<file path="src/rtl/display_pkg.sv">
`default_nettype none
// display_pkg: shared source count, data width, FSM encoding and
// one-hot helper used by the display arbiter.
package display_pkg;

  localparam int NUM_SRC = 4;
  localparam int DATA_W  = 16;

  typedef enum logic [1:0] {
    ST_IDLE = 2'd0,
    ST_SHOW = 2'd1,
    ST_GAP  = 2'd2
  } state_t;

  function automatic logic [1:0] onehot_to_idx(input logic [NUM_SRC-1:0] oh);
    logic [1:0] idx;
    idx = 2'd0;
    for (int i = 0; i < NUM_SRC; i++) begin
      if (oh[i]) idx = 2'(i);
    end
    return idx;
  endfunction

endpackage
`default_nettype wire

</file>
<file path="src/rtl/rr_pick4.sv">
`default_nettype none
// rr_pick4: combinational round-robin search over four requests,
// starting at ptr and wrapping; returns a one-hot winner and a valid flag.
module rr_pick4
  import display_pkg::*;
(
  input  logic [NUM_SRC-1:0] req,
  input  logic [1:0]         ptr,
  output logic [NUM_SRC-1:0] winner,
  output logic               valid
);

  always_comb begin : pick
    logic [1:0] idx;
    logic       found;
    winner = '0;
    found  = 1'b0;
    idx    = ptr;
    for (int k = 0; k < NUM_SRC; k++) begin
      // 2-bit addition wraps naturally modulo 4
      idx = ptr + 2'(k);
      if (!found && req[idx]) begin
        winner[idx] = 1'b1;
        found       = 1'b1;
      end
    end
  end

  assign valid = |req;

endmodule
`default_nettype wire

</file>
<file path="src/rtl/display_arbiter.sv">
`default_nettype none
// display_arbiter: round-robin time-sharing of one 4-digit display among
// four sources, with dwell, inter-grant blanking gap and a hold (lock) input.
module display_arbiter
  import display_pkg::*;
#(
  parameter int DWELL_CYCLES = 25_000_000,
  parameter int GAP_CYCLES   = 1_000_000,
  parameter int CNT_W        = 26
) (
  input  logic                      clk,
  input  logic                      rst_n,
  input  logic [NUM_SRC-1:0]        req,
  input  logic [NUM_SRC*DATA_W-1:0] src_data,
  input  logic                      lock,
  output logic [DATA_W-1:0]         disp_data,
  output logic                      disp_blank,
  output logic [NUM_SRC-1:0]        grant,
  output logic [NUM_SRC-1:0]        done
);

  localparam logic [CNT_W-1:0] DWELL_LAST = CNT_W'(DWELL_CYCLES - 1);
  localparam logic [CNT_W-1:0] GAP_LAST   = CNT_W'(GAP_CYCLES - 1);

  state_t             state;
  logic [1:0]         ptr;
  logic [CNT_W-1:0]   cnt;
  logic [DATA_W-1:0]  slice [NUM_SRC];
  logic [NUM_SRC-1:0] win;
  logic               win_valid;
  logic [1:0]         win_idx;
  logic [1:0]         gnt_idx;

  generate
    for (genvar i = 0; i < NUM_SRC; i++) begin : g_slice
      assign slice[i] = src_data[DATA_W*i +: DATA_W];
    end
  endgenerate

  rr_pick4 u_pick (
    .req    (req),
    .ptr    (ptr),
    .winner (win),
    .valid  (win_valid)
  );

  assign win_idx = onehot_to_idx(win);
  assign gnt_idx = onehot_to_idx(grant);

  always_ff @(posedge clk or negedge rst_n) begin
    if (!rst_n) begin
      state      <= ST_IDLE;
      ptr        <= 2'd0;
      cnt        <= '0;
      grant      <= '0;
      done       <= '0;
      disp_data  <= '0;
      disp_blank <= 1'b1;
    end else begin
      done <= '0;
      case (state)
        ST_IDLE: begin
          if (win_valid) begin
            state      <= ST_SHOW;
            grant      <= win;
            cnt        <= '0;
            disp_blank <= 1'b0;
            disp_data  <= slice[win_idx];
          end
        end

        ST_SHOW: begin
          disp_data <= slice[gnt_idx];
          // A dropped request takes priority over dwell expiry: no done pulse
          if (!req[gnt_idx]) begin
            state      <= ST_GAP;
            grant      <= '0;
            disp_blank <= 1'b1;
            cnt        <= '0;
            ptr        <= gnt_idx + 2'd1;
          end else if (cnt == DWELL_LAST) begin
            if (!lock) begin
              done       <= grant;
              state      <= ST_GAP;
              grant      <= '0;
              disp_blank <= 1'b1;
              cnt        <= '0;
              ptr        <= gnt_idx + 2'd1;
            end
          end else begin
            cnt <= cnt + CNT_W'(1);
          end
        end

        ST_GAP: begin
          if (cnt == GAP_LAST) begin
            cnt <= '0;
            if (win_valid) begin
              state      <= ST_SHOW;
              grant      <= win;
              disp_blank <= 1'b0;
              disp_data  <= slice[win_idx];
            end else begin
              state <= ST_IDLE;
            end
          end else begin
            cnt <= cnt + CNT_W'(1);
          end
        end

        default: begin
          state      <= ST_IDLE;
          grant      <= '0;
          disp_blank <= 1'b1;
          cnt        <= '0;
        end
      endcase
    end
  end

endmodule
`default_nettype wire

</file>
<file path="config.mk">
export PLATFORM = sky130hd
export DESIGN_NAME = display_arbiter
export DESIGN_NICKNAME = d
export VERILOG_FILES = /design/src/rtl/display_pkg.sv /design/src/rtl/rr_pick4.sv /design/src/rtl/display_arbiter.sv
export SDC_FILE = /design/constraint.sdc
export NUM_CORES = 1
export LEC_CHECK = 0
export ABC_AREA = 0
export CAP_MARGIN = 5
export CELL_PAD_IN_SITES_DETAIL_PLACEMENT = 0
export CELL_PAD_IN_SITES_GLOBAL_PLACEMENT = 2
export CORE_AREA = 8 8 125 156
export DETAILED_ROUTE_END_ITERATION = 6
export DIE_AREA = 0 0 133 164
export PLACE_DENSITY_LB_ADDON = 0.2
export SLEW_MARGIN = 20
export SYNTH_ARGS = -nofsm -noshare
export SYNTH_HDL_FRONTEND = slang
export SYNTH_SLANG_ARGS = --single-unit
</file>
<file path="constraint.sdc">
create_clock -name clk -period 2.8 [get_ports clk]
set_input_delay 0.7 -clock clk [delete_from_list [all_inputs] [get_ports clk]]
set_output_delay 0.7 -clock clk [all_outputs]
set_load 0.01 [all_outputs]
</file>
==> flow_metrics.env <==
export IMPL_max_slew_margin=0.534
export IMPL_ys_types=56
export IMPL_numCtsBuffers=5
export IMPL_syn_nets=647
export IMPL_yosys_register_bits=55
export IMPL_wirelength_mm=18.1
export IMPL_final_util=0.383
export IMPL_track_usage=0.164
export IMPL_synth_top_area_share=0.290
export IMPL_synth_warning_count=0
export IMPL_hold_viol=0
export IMPL_grt_max_degree=40
export IMPL_netlist_instances=564
export IMPL_period_share=0.925
export IMPL_drtPass1Iterations=4
export IMPL_drt_iter0_drc=241
export IMPL_worst_slack_ns=0.209
export IMPL_async_reset_ff_frac=1.00
export IMPL_drive_above_1_share=0.148
export IMPL_total_power_w=0.00573
export IMPL_dr_total_vias=4939
export IMPL_clock_sinks=55
export IMPL_die_area_sq_um=21800
export IMPL_start_util=0.272
export IMPL_drt_vias_per_instance=5.42
export IMPL_ys_flop_type="dfrtp_1"
export IMPL_synth_enable_flop_cells=0
export IMPL_path_class="reg2reg"
export IMPL_place_area_sq_um=6300
export IMPL_drv_cap=0
export IMPL_p_leak_nw=2.66
export IMPL_cts_buffer_depth=2
export IMPL_die_w_um=133
export IMPL_preCtsSetupSlack_ns=-0.323
export IMPL_r2r_cells=7
export IMPL_ir_drop_v=0.000358
export IMPL_end_kind="register"
export IMPL_n_antenna_cell=0
export IMPL_die_y_um=164
export IMPL_grt_pass1_vias=5232
export IMPL_path_clk_slew_ns=0.08
export IMPL_wl_per_cell_um=19.8
export IMPL_cp_start_kind="register"
export IMPL_grt_pass1_wl_mm=28.4
export IMPL_finalClockSkew_ns=0.00671
export IMPL_syn_cell_area_sq_um=4650
export IMPL_row_count=54
export IMPL_clk_latency_ns=0.31
export IMPL_nFillCells=1737
export IMPL_worst_pin_slew_ns=0.698
export IMPL_num_io_pins=96
export IMPL_drc=0
export IMPL_outcome="finished clean"
export IMPL_rsz0062_at_grt="false"
export IMPL_avgSynthCellArea_sq_um=8.25
export IMPL_cp_required_ns=2.99
export IMPL_ant_nets=0
export IMPL_dp_hpwl_mm=13.2
export IMPL_yosysMostFrequentCell="a21oi_1"
export IMPL_place_gp_congestion=0.799
export IMPL_coreArea_sq_um=17100
export IMPL_hold_path_class="in2async"
export IMPL_synthTopCellsByCount="a21oi_1, dfrtp_1, nand2_1, mux2i_1, nor2_1"
export IMPL_yosysTopAreaCell="dfrtp_1"
export IMPL_crit_fanout=15
export IMPL_cts_htree_levels=2
export IMPL_synth_area_top_cells="dfrtp_1, mux2i_1, a21oi_1"
export IMPL_fin_nets=770
export IMPL_overflow=0
export IMPL_hold_buffers=0
export IMPL_postLayoutCellArea_sq_um=6540
export IMPL_whs_ns=0.437
export IMPL_fmax_ghz=0.386
export IMPL_power_density_nw_per_um2=875
export IMPL_io_buffers=95
export IMPL_seq_area_frac_synth=0.296
export IMPL_cp_data_arrival_time_ns=2.79
export IMPL_fin_crit_ns=2.59
export IMPL_slew_violations=0
export IMPL_setup_viol=0
export IMPL_cts_root_buf="clkbuf_16"
export IMPL_tritoncts="yes"
export IMPL_area_growth_pct=40.6
export IMPL_antenna_found_initial=0
==> flip-flops by register name, indices dropped and copies added, names as in the netlist <==
register / count
disp_data: 16
disp_blank: 1
grant: 4
done: 4
cnt: 26
ptr: 2
state: 2
==> metrics by stage <==
step                      TNS [ns]  std cells
after detailed placement     -6.36        903
after global routing             0        912
final                            0        912
after floorplan                  0        564
after CTS                        0        911
after global placement       -5.86        903
==> cells by family (layout without fill, tap and decap cells) <==
logic type / count (synthesis) / in the layout / synth area share
multiplexers: 43 / 43 / 0.0982
AO/OA/AOI/OAI: 196 / 196 / 0.290
flip-flops: 55 / 55 / 0.296
buffers and inverters: 74 / 198 / 0.0670
AND/OR/NAND/NOR: 184 / 184 / 0.216
adder cells (fa/ha/maj): 12 / 12 / 0.0323
==> worst max-delay path, cell delays in order (launching register included) <==
cell and delay (ns):
dfrtp_1 0.42, nor4bb_1 0.52, nand4_1 0.36, o21ai_0 0.43
a21oi_2 0.14, buf_4 0.21, a21o_1 0.17, a22o_1 0.22
==> cell type report <==
class | count | area, sq um | share of cell area
clock buffer | 7 | 143 | 0.0218
clock inverter | 1 | 8.76 | 0.00134
inverter | 30 | 113 | 0.0172
multi-input combinational | 435 | 3050 | 0.466
sequential | 55 | 1380 | 0.211
tap | 224 | 280 | 0.0428
timing repair buffer | 160 | 1570 | 0.240
==> where the power goes <==
| part | switching, W | leakage, nW | internal, W |
|---|---|---|---|
| sequential | 0.000126 | 0.716 | 0.000996 |
| combinational | 0.00210 | 1.87 | 0.00182 |
| clock | 0.000331 | 0.0741 | 0.000360 |
==> layer usage <==
metal | share of wire | wire length, um | vias to the layer above | GRT usage
met5 | 0 | 0 | - | 0
met1 | 0.40 | 7270 | 2429 | 0.177
met4 | 0.018 | 320 | 0 | 0.0476
li1 | - | - | 2377 | -
met2 | 0.54 | 9760 | 113 | 0.315
met3 | 0.040 | 719 | 20 | 0.0303
==> placed cells by master (no fill, tap or decap), types with 3 or more instances in the layout <==
cell,count
nand2_1,48
a21o_1,8
o22ai_1,5
nand3_1,18
ha_1,12
nor4b_2,3
clkbuf_16,5
dfrtp_1,54
o21ai_0,13
inv_1,30
nor2b_1,3
clkdlybuf4s50_1,90
nor4b_1,13
a221oi_2,3
buf_12,10
or3_1,4
o311ai_2,5
and3_1,5
a22o_1,13
o21ai_1,3
nor4_1,6
nor2_1,35
o21ai_2,3
dlymetal6s2s_1,4
nor3_1,8
mux2i_1,40
or2_2,4
a21oi_1,63
buf_4,55
nand4_1,11
o31ai_1,22
and2_1,8
o31a_1,16
o211ai_1,18
o311ai_1,11
==> worst paths after layout <==
path,from,end,slack (ns)
max reg2reg,cnt[16]$_DFFE_PN0P_,cnt[9]$_DFFE_PN0P_,0.21
min in group clk,disp_blank$_DFFE_PN1P_,disp_blank$_DFFE_PN1P_,0.49
max,cnt[16]$_DFFE_PN0P_,cnt[9]$_DFFE_PN0P_,0.21
min,rst_n,cnt[3]$_DFFE_PN0P_,0.44
min reg2reg,disp_blank$_DFFE_PN1P_,disp_blank$_DFFE_PN1P_,0.49
max in group asynchronous,rst_n,disp_blank$_DFFE_PN1P_,1.68
==> timing repair <==
action / 4_1_cts / 5_1_grt
setup buffers: 0 / 1
gates resized for setup: 0 / 16
endpoints found under the setup margin: 0 / 17
Power figures use the tool's default switching activity.
